**src/rtl/ssd_scan_ctl.sv**
```systemverilog
// Self-scanning, double-buffered multiplexer for common-anode seven-segment displays.
// Optional duty (brightness) control is compiled in when SSD_DIM_EN is defined.
module ssd_scan_ctl #(
  parameter int NUM_DIGITS = 4,
  parameter int SEG_W      = 8,
  parameter int DIV_CNT    = 50000,
  parameter int CNT_W      = 16
) (
  input  logic                        clk,
  input  logic                        rst_n,
  input  logic [NUM_DIGITS*SEG_W-1:0] seg_in,
  input  logic                        load,
  input  logic [NUM_DIGITS-1:0]       digit_en,
  input  logic [3:0]                  brightness,
  output logic [SEG_W-1:0]            display,
  output logic [NUM_DIGITS-1:0]       display_c,
  output logic                        frame_done
);

  localparam int IDX_W = (NUM_DIGITS > 1) ? $clog2(NUM_DIGITS) : 1;
  localparam logic [CNT_W-1:0]      SLOT_LAST = CNT_W'(DIV_CNT - 1);
  localparam logic [CNT_W-1:0]      SLOT_PRE  = CNT_W'(DIV_CNT - 2);
  localparam logic [IDX_W-1:0]      IDX_LAST  = IDX_W'(NUM_DIGITS - 1);
  localparam logic [NUM_DIGITS-1:0] ONE_HOT0  = {{(NUM_DIGITS-1){1'b0}}, 1'b1};

  logic [CNT_W-1:0]                  slot_q, slot_d;
  logic [IDX_W-1:0]                  idx_q, idx_d;
  logic [NUM_DIGITS-1:0][SEG_W-1:0]  pend_q, pend_d;
  logic [NUM_DIGITS-1:0][SEG_W-1:0]  act_q, act_d;
  logic [SEG_W-1:0]                  display_q, display_d;
  logic [NUM_DIGITS-1:0]             display_c_q, display_c_d;
  logic                              frame_done_q, frame_done_d;
  logic                              duty_ok_s;
  logic                              lit_s;

`ifdef SSD_DIM_EN
  localparam int PROD_W = CNT_W + 5;
  localparam logic [PROD_W-1:0] DIV_P = PROD_W'(DIV_CNT);
  logic [PROD_W-1:0] lhs_s;
  logic [PROD_W-1:0] rhs_s;

  // Duty window: lit while slot*16 < (brightness+1)*DIV_CNT, evaluated without overflow.
  always_comb begin
    lhs_s     = {1'b0, slot_q, 4'b0000};
    rhs_s     = {{(PROD_W-5){1'b0}}, ({1'b0, brightness} + 5'd1)} * DIV_P;
    duty_ok_s = (lhs_s < rhs_s);
  end
`else
  logic unused_brightness_s;
  assign unused_brightness_s = ^brightness;
  assign duty_ok_s           = 1'b1;
`endif

  // Next-state logic for scan position, buffers and registered outputs.
  always_comb begin
    slot_d       = slot_q;
    idx_d        = idx_q;
    pend_d       = pend_q;
    act_d        = act_q;
    display_d    = {SEG_W{1'b1}};
    display_c_d  = {NUM_DIGITS{1'b1}};
    frame_done_d = 1'b0;
    lit_s        = 1'b0;

    if (slot_q == SLOT_LAST) begin
      slot_d = {CNT_W{1'b0}};
      if (idx_q == IDX_LAST) begin
        idx_d = {IDX_W{1'b0}};
      end else begin
        idx_d = idx_q + {{(IDX_W-1){1'b0}}, 1'b1};
      end
    end else begin
      slot_d = slot_q + {{(CNT_W-1){1'b0}}, 1'b1};
      idx_d  = idx_q;
    end

    // Pre-decode so the registered pulse coincides with the last slot of the frame.
    if ((slot_q == SLOT_PRE) && (idx_q == IDX_LAST)) begin
      frame_done_d = 1'b1;
    end else begin
      frame_done_d = 1'b0;
    end

    if (load) begin
      pend_d = seg_in;
    end else begin
      pend_d = pend_q;
    end

    // A load landing on the frame boundary bypasses pending straight into active.
    if (frame_done_q) begin
      if (load) begin
        act_d = seg_in;
      end else begin
        act_d = pend_q;
      end
    end else begin
      act_d = act_q;
    end

    lit_s = (slot_q != {CNT_W{1'b0}}) && digit_en[idx_q] && duty_ok_s;
    if (lit_s) begin
      display_d   = act_q[idx_q];
      display_c_d = ~(ONE_HOT0 << idx_q);
    end else begin
      display_d   = {SEG_W{1'b1}};
      display_c_d = {NUM_DIGITS{1'b1}};
    end
  end

  // State and output registers; reset blanks the display immediately.
  always_ff @(posedge clk or negedge rst_n) begin
    if (!rst_n) begin
      slot_q       <= {CNT_W{1'b0}};
      idx_q        <= {IDX_W{1'b0}};
      pend_q       <= {(NUM_DIGITS*SEG_W){1'b1}};
      act_q        <= {(NUM_DIGITS*SEG_W){1'b1}};
      display_q    <= {SEG_W{1'b1}};
      display_c_q  <= {NUM_DIGITS{1'b1}};
      frame_done_q <= 1'b0;
    end else begin
      slot_q       <= slot_d;
      idx_q        <= idx_d;
      pend_q       <= pend_d;
      act_q        <= act_d;
      display_q    <= display_d;
      display_c_q  <= display_c_d;
      frame_done_q <= frame_done_d;
    end
  end

  assign display    = display_q;
  assign display_c  = display_c_q;
  assign frame_done = frame_done_q;

endmodule
```
**config.mk**
```make
export PLATFORM = sky130hd
export DESIGN_NAME = ssd_scan_ctl
export DESIGN_NICKNAME = d
export VERILOG_FILES = /design/src/rtl/ssd_scan_ctl.sv
export SDC_FILE = /design/constraint.sdc
export NUM_CORES = 1
export LEC_CHECK = 0
export BUFFER_PORTS_ARGS = -buffer_cell sky130_fd_sc_hd__buf_4
export CORE_UTILIZATION = 45
export DETAILED_ROUTE_END_ITERATION = 8
export GPL_TIMING_DRIVEN = 0
export PLACE_DENSITY = 0.62
export SLEW_MARGIN = 25
export SYNTH_ARGS = -nofsm -noshare
export SYNTH_HDL_FRONTEND = slang
export SYNTH_SLANG_ARGS = --single-unit
```
**constraint.sdc**
```tcl
create_clock -name clk -period 3.1 [get_ports clk]
set_input_delay 0.155 -clock clk [delete_from_list [all_inputs] [get_ports clk]]
set_output_delay 0.155 -clock clk [all_outputs]
set_load 0.02 [all_outputs]
```
# Word level (Yosys, flattened, before mapping)
# Cells that the tools add are included.
[classes]
reduce_logical = 3
shift = 1
magnitude_cmp = 1
n_eq_ne = 3
bitwise = 1
n_mux = 10
n_addsub = 2
[ops]
columns = ["cell", "count"]
rows = [
  ["== test 16 bit (second input constant)", 2],
  ["2-to-1 mux 32 bit", 1],
  ["adder 16 x 1 -> 16 bit (second input constant)", 1],
  ["binary-select mux 8 bit (select 2 bit)", 1],
  ["2-to-1 mux 16 bit", 1],
  ["2-to-1 mux 8 bit", 2],
  ["nonzero test 16 bit", 1],
  ["2-to-1 mux 4 bit", 1],
  ["inverter 4 bit", 1],
  ["<< shifter 1 x 2 -> 4 bit (first input constant)", 1],
  ["< comparator 2 x 3 -> 1 bit (second input constant)", 1],
  ["adder 2 x 1 -> 2 bit (second input constant)", 1],
  ["binary-select mux 1 bit (select 2 bit)", 1],
  ["== test 2 bit (second input constant)", 1],
  ["logical AND 1 bit", 2],
  ["2-to-1 mux 1 bit", 2],
  ["2-to-1 mux 2 bit", 1],
]
[totals]
output_inout_bits = 13
in_bits = 43
regBits = 95
word_cells = 34

# Longest topological paths before layout
[logic_depth]
word_depth = 4
mapped_depth = 7
depth_no_buf = 6

# Worst setup path after synthesis
# No wires, ideal clock.
[synth_timing]
kind = "register -> register"
startpoint = "reg slot_q[11]"
endpoint = "reg idx_q[0]"
n_path_buf = 0
required_time_ns = 2.972
synth_period_minus_slack_ns = 1.549
arrival_time_ns = 1.421
path_slack_ns = 1.551
stages_incl_launch_ff = 5
path_cell_list = "dfrtp_1 -> nor4_4 -> nand4_4 -> nor2_8 -> mux2_1"
[synth_between]
elab_chain_cells = 1
[synth_lines]
columns = ["element", "line_no", "rtl"]
rows = [
  ["from (decl)", "26", "logic [CNT_W-1:0] slot_q, slot_d;"],
  ["from (signal assigned)", "114", "slot_q <= {CNT_W{1'b0}};"],
  ["from (signal assigned)", "122", "slot_q <= slot_d;"],
  ["== test 16 bit", "65", "if (slot_q == SLOT_LAST) begin"],
  ["to (signal assigned)", "115", "idx_q <= {IDX_W{1'b0}};"],
  ["to (signal assigned)", "123", "idx_q <= idx_d;"],
  ["to (decl)", "27", "logic [IDX_W-1:0] idx_q, idx_d;"],
]
# Every way passes these cells.
# A chain may end at the register's enable or synchronous reset.

# Worst setup path in the final report
[layout_timing]
startpoint = "reg idx_q[1]"
endpoint = "reg idx_q[1]"
[layout_between]
elab_chain_cells = 2
[layout_lines]
columns = ["element", "line_no", "rtl"]
rows = [
  ["adder 2 x 1 -> 2 bit or == test 2 bit (tied branches)", "70, 67", ""],
  ["2-to-1 mux 2 bit *", "67", "if (idx_q == IDX_LAST) begin"],
]
# Mark *: on every way between the ends. The rest lies on a longest branch, timed or not.

==> key figures <==
Run status
  • Outcome: complete, no violations

Global route
  • Initial antenna violation count: 0
  • First-pass GRT wire length: 12100 um
  • Largest net degree at the start of global routing: 96
  • Gr usage total: ~17%
  • Vias in the first global route: 2333
  • GRT overflow: 0

Clock tree
  • Clock sink count: 95
  • # H-tree levels: 3
  • Root Driver: clkbuf_8
  • Clock Tree Buf Depth: 2
  • Post-CTS Resized: 0
  • Clock transition at path regs: 0.09 ns
  • TritonCTS clock tree: built
  • CTS buffer count: 9
  • Clk Latency, worst-skew pair: 0.35 ns

Synthesis
  • Net count after synthesis: 314
  • #FFs+latches synth: 95
  • Synthesized area: 4070 um^2
  • Avg Inst Size Synth: ~15 um^2
  • Seq/Total Area, Yosys: 60.8%
  • YS warnings: 0
  • Synth Instances: 264
  • Count of cell types in the netlist: 31

Layout
  • Commonest non-fill, non-tap cell in the layout: dfstp_2
  • End-of-flow core utilization: 55.6%
  • # diodes: 0
  • Storage cell area: 2470 um^2
  • Final cell count without fillers: 439
  • Area Growth Syn to Fin: 19.2%
  • Cell area after layout: between 4000 and 5000 um^2
  • Layout cells sized above 1: 67.1%
  • Area of the multi-input gates: 1520 um^2
  • Fillers: between 700 and 800
  • Commonest cells after routing, fill and taps aside: dfstp_2, mux2_2, buf_4, dfrtp_1, nand2_1
  • # nets final: around 380

Worst setup path
  • Largest stage delay, worst path: roughly 0.53 ns
  • Slowest CP cell: clkbuf_1
  • Critical path data arrival time: 2.04 ns
  • CP Max Fanout: 10
  • Flop2flop setup slack: roughly 1.3 ns
  • CP Data Required Time: 3.35 ns
  • Crit-path cells: clkbuf_1 > inv_1 > ha_1 > mux2_1
  • Worst Setup Path Type: reg -> reg
  • CP startpoint kind: register
  • Crit end category: register

STA
  • Final hold violation count: 0
  • Fin crit share: 57.8%
  • RSZ-0062 raised after global routing: no
  • Rel. slew slack: 45.6%
  • Final clock skew: around 0.012 ns
  • Slew @ Worst Pin: 0.816 ns
  • Fmax: roughly 560 MHz
  • Final slew viol count: 0
  • Tmin final: 1.79 ns
  • Post-route setup TNS: 0 ns
  • Endpoints failing setup: 0

Routing
  • # DRC: 0
  • Initial DRC Count: 52
  • Routed vias/inst: about 5.1
  • Final wirelength: a little over 7000 um
  • DR vias: 2235
  • Remaining antenna violation count: 0
  • Avg WL per Cell: 16.3 um
  • 1st-pass router iterations: 4

Hold path
  • Worst Hold Class: in -> reg

Power
  • Max rail drop VDD: between 0.2 and 0.25 mV
  • Static leakage: 2.06 nW
  • Pwr dens: 514 nW/um^2

Placement
  • HPWL after detailed placement: between 4000 and 5000 um
  • Placement Cell Area: between 4000 and 5000 um^2
  • Routability cong.: just under 0.8
  • Dpl cells: 422
  • IO Port Bufs: 50

Floorplan
  • I/O pins: 56
  • Num rows: 34
  • Die height: between 90 and 100 um
  • Full die area: 9420 um^2
  • Die Wd: 97.1 um
  • Starting Density: 46.6%
  • Placeable Area: between 8000 and 9000 um^2

Flow run
  • Max-cap viol count: 0
-- cell usage after synthesis, drive strengths merged --
library cell  instances  share of area [%]
dfstp                76                 49
mux2                 66                 18
dfrtp                19                 12
nand2                11                1.0
nor2                 10                1.3
buf                   9                1.0
mux4                  9                5.0
nand2b                8                1.2
xnor2                 8                1.7
ha                    7                2.2
nand4                 7                1.8
nor3                  6               0.86
inv                   5               0.46
xor2                  5                1.1
nand3                 4               0.80
nor4                  4               0.98
clkbuf                3               0.31
and3                  2               0.31
and2                  1               0.15
and4                  1               0.22
nor2b                 1               0.15
nor4b                 1               0.22
o21ai                 1               0.12
-- per-stage QoR --
stage | total power [W] | setup slack, ns | hold WS, ns
after detailed placement | 0.00151 | 1.28 | 0.299
after global placement | 0.00151 | 1.30 | 0.396
final | 0.00249 | 1.31 | 0.0381
after floorplan | 0.00142 | 1.55 | -0.141
after global routing | 0.00260 | 1.24 | 0.0340
after CTS | 0.00253 | 1.26 | 0.0217
-- worst paths after layout --
path	start	endpoint	cells after the start
setup / recovery	idx_q[1]	idx_q[1]	4
hold / removal	seg_in[14]	pend_q[14]	2
setup reg to reg	idx_q[1]	idx_q[1]	4
hold reg to reg	slot_q[0]	slot_q[0]	1
max in group asynchronous	rst_n	slot_q[2]	2
min in group asynchronous	rst_n	idx_q[1]	2
-- area by class of cell --
cell class	count	share of cell area [%]
timing repair buffer	51	8.03
clock inverter	5	2.12
inverter	5	0.387
multi-input combinational	152	31.4
tap	108	2.79
clock buffer	11	3.15
buffer	12	1.11
sequential	95	51.0
-- critical path, delay by kind of cell, from the launching register on --
kind                     cells  cell delay (ns)
flip-flops                   1             0.41
adder cells (fa/ha/maj)      1             0.30
multiplexers                 1             0.28
buffers and inverters        2             0.68
-- power by group --
group | leakage, nW | switching (W) | internal, W
sequential | 1.04 | 0.0000108 | 0.00132
combinational | 0.888 | 0.0000779 | 0.0000788
clock | 0.125 | 0.000417 | 0.000584
total | 2.06 | 0.000506 | 0.00199
-- flip-flops by register name, indices dropped and copies added, names as in the netlist --
| signal | flops |
|---|---|
| display | 8 |
| act_q | 32 |
| idx_q | 2 |
| pend_q | 32 |
| display_c | 4 |
| slot_q | 16 |
| frame_done | 1 |
-- cell families after synthesis --
| family | share of synthesized area (%) |
|---|---|
| AOI/OAI and AO/OA | 0.123 |
| xor gates and xnor gates | 2.80 |
| adders and majority gates | 2.15 |
| buffers and inverters | 1.78 |
| DFF | 60.8 |
| muxes | 23.3 |
| and+or+nand+nor | 9.08 |
-- layer usage --
metal	global-route usage, %	vias to the layer above	share of wire [%]
li1	-	1050	-
met1	24.4	1139	50
met2	24.3	36	45
met3	2.95	10	2.8
met4	7.35	0	1.9
met5	0	-	0
-- repair_timing --
action | 4_1_cts | 5_1_grt
hold buffers | 1 | 0
buffers inserted | 0 | 0
hold endpoints to repair | 19 | 0
endpoints found under the setup margin | 0 | 0
(Power assumes the default switching activity.)
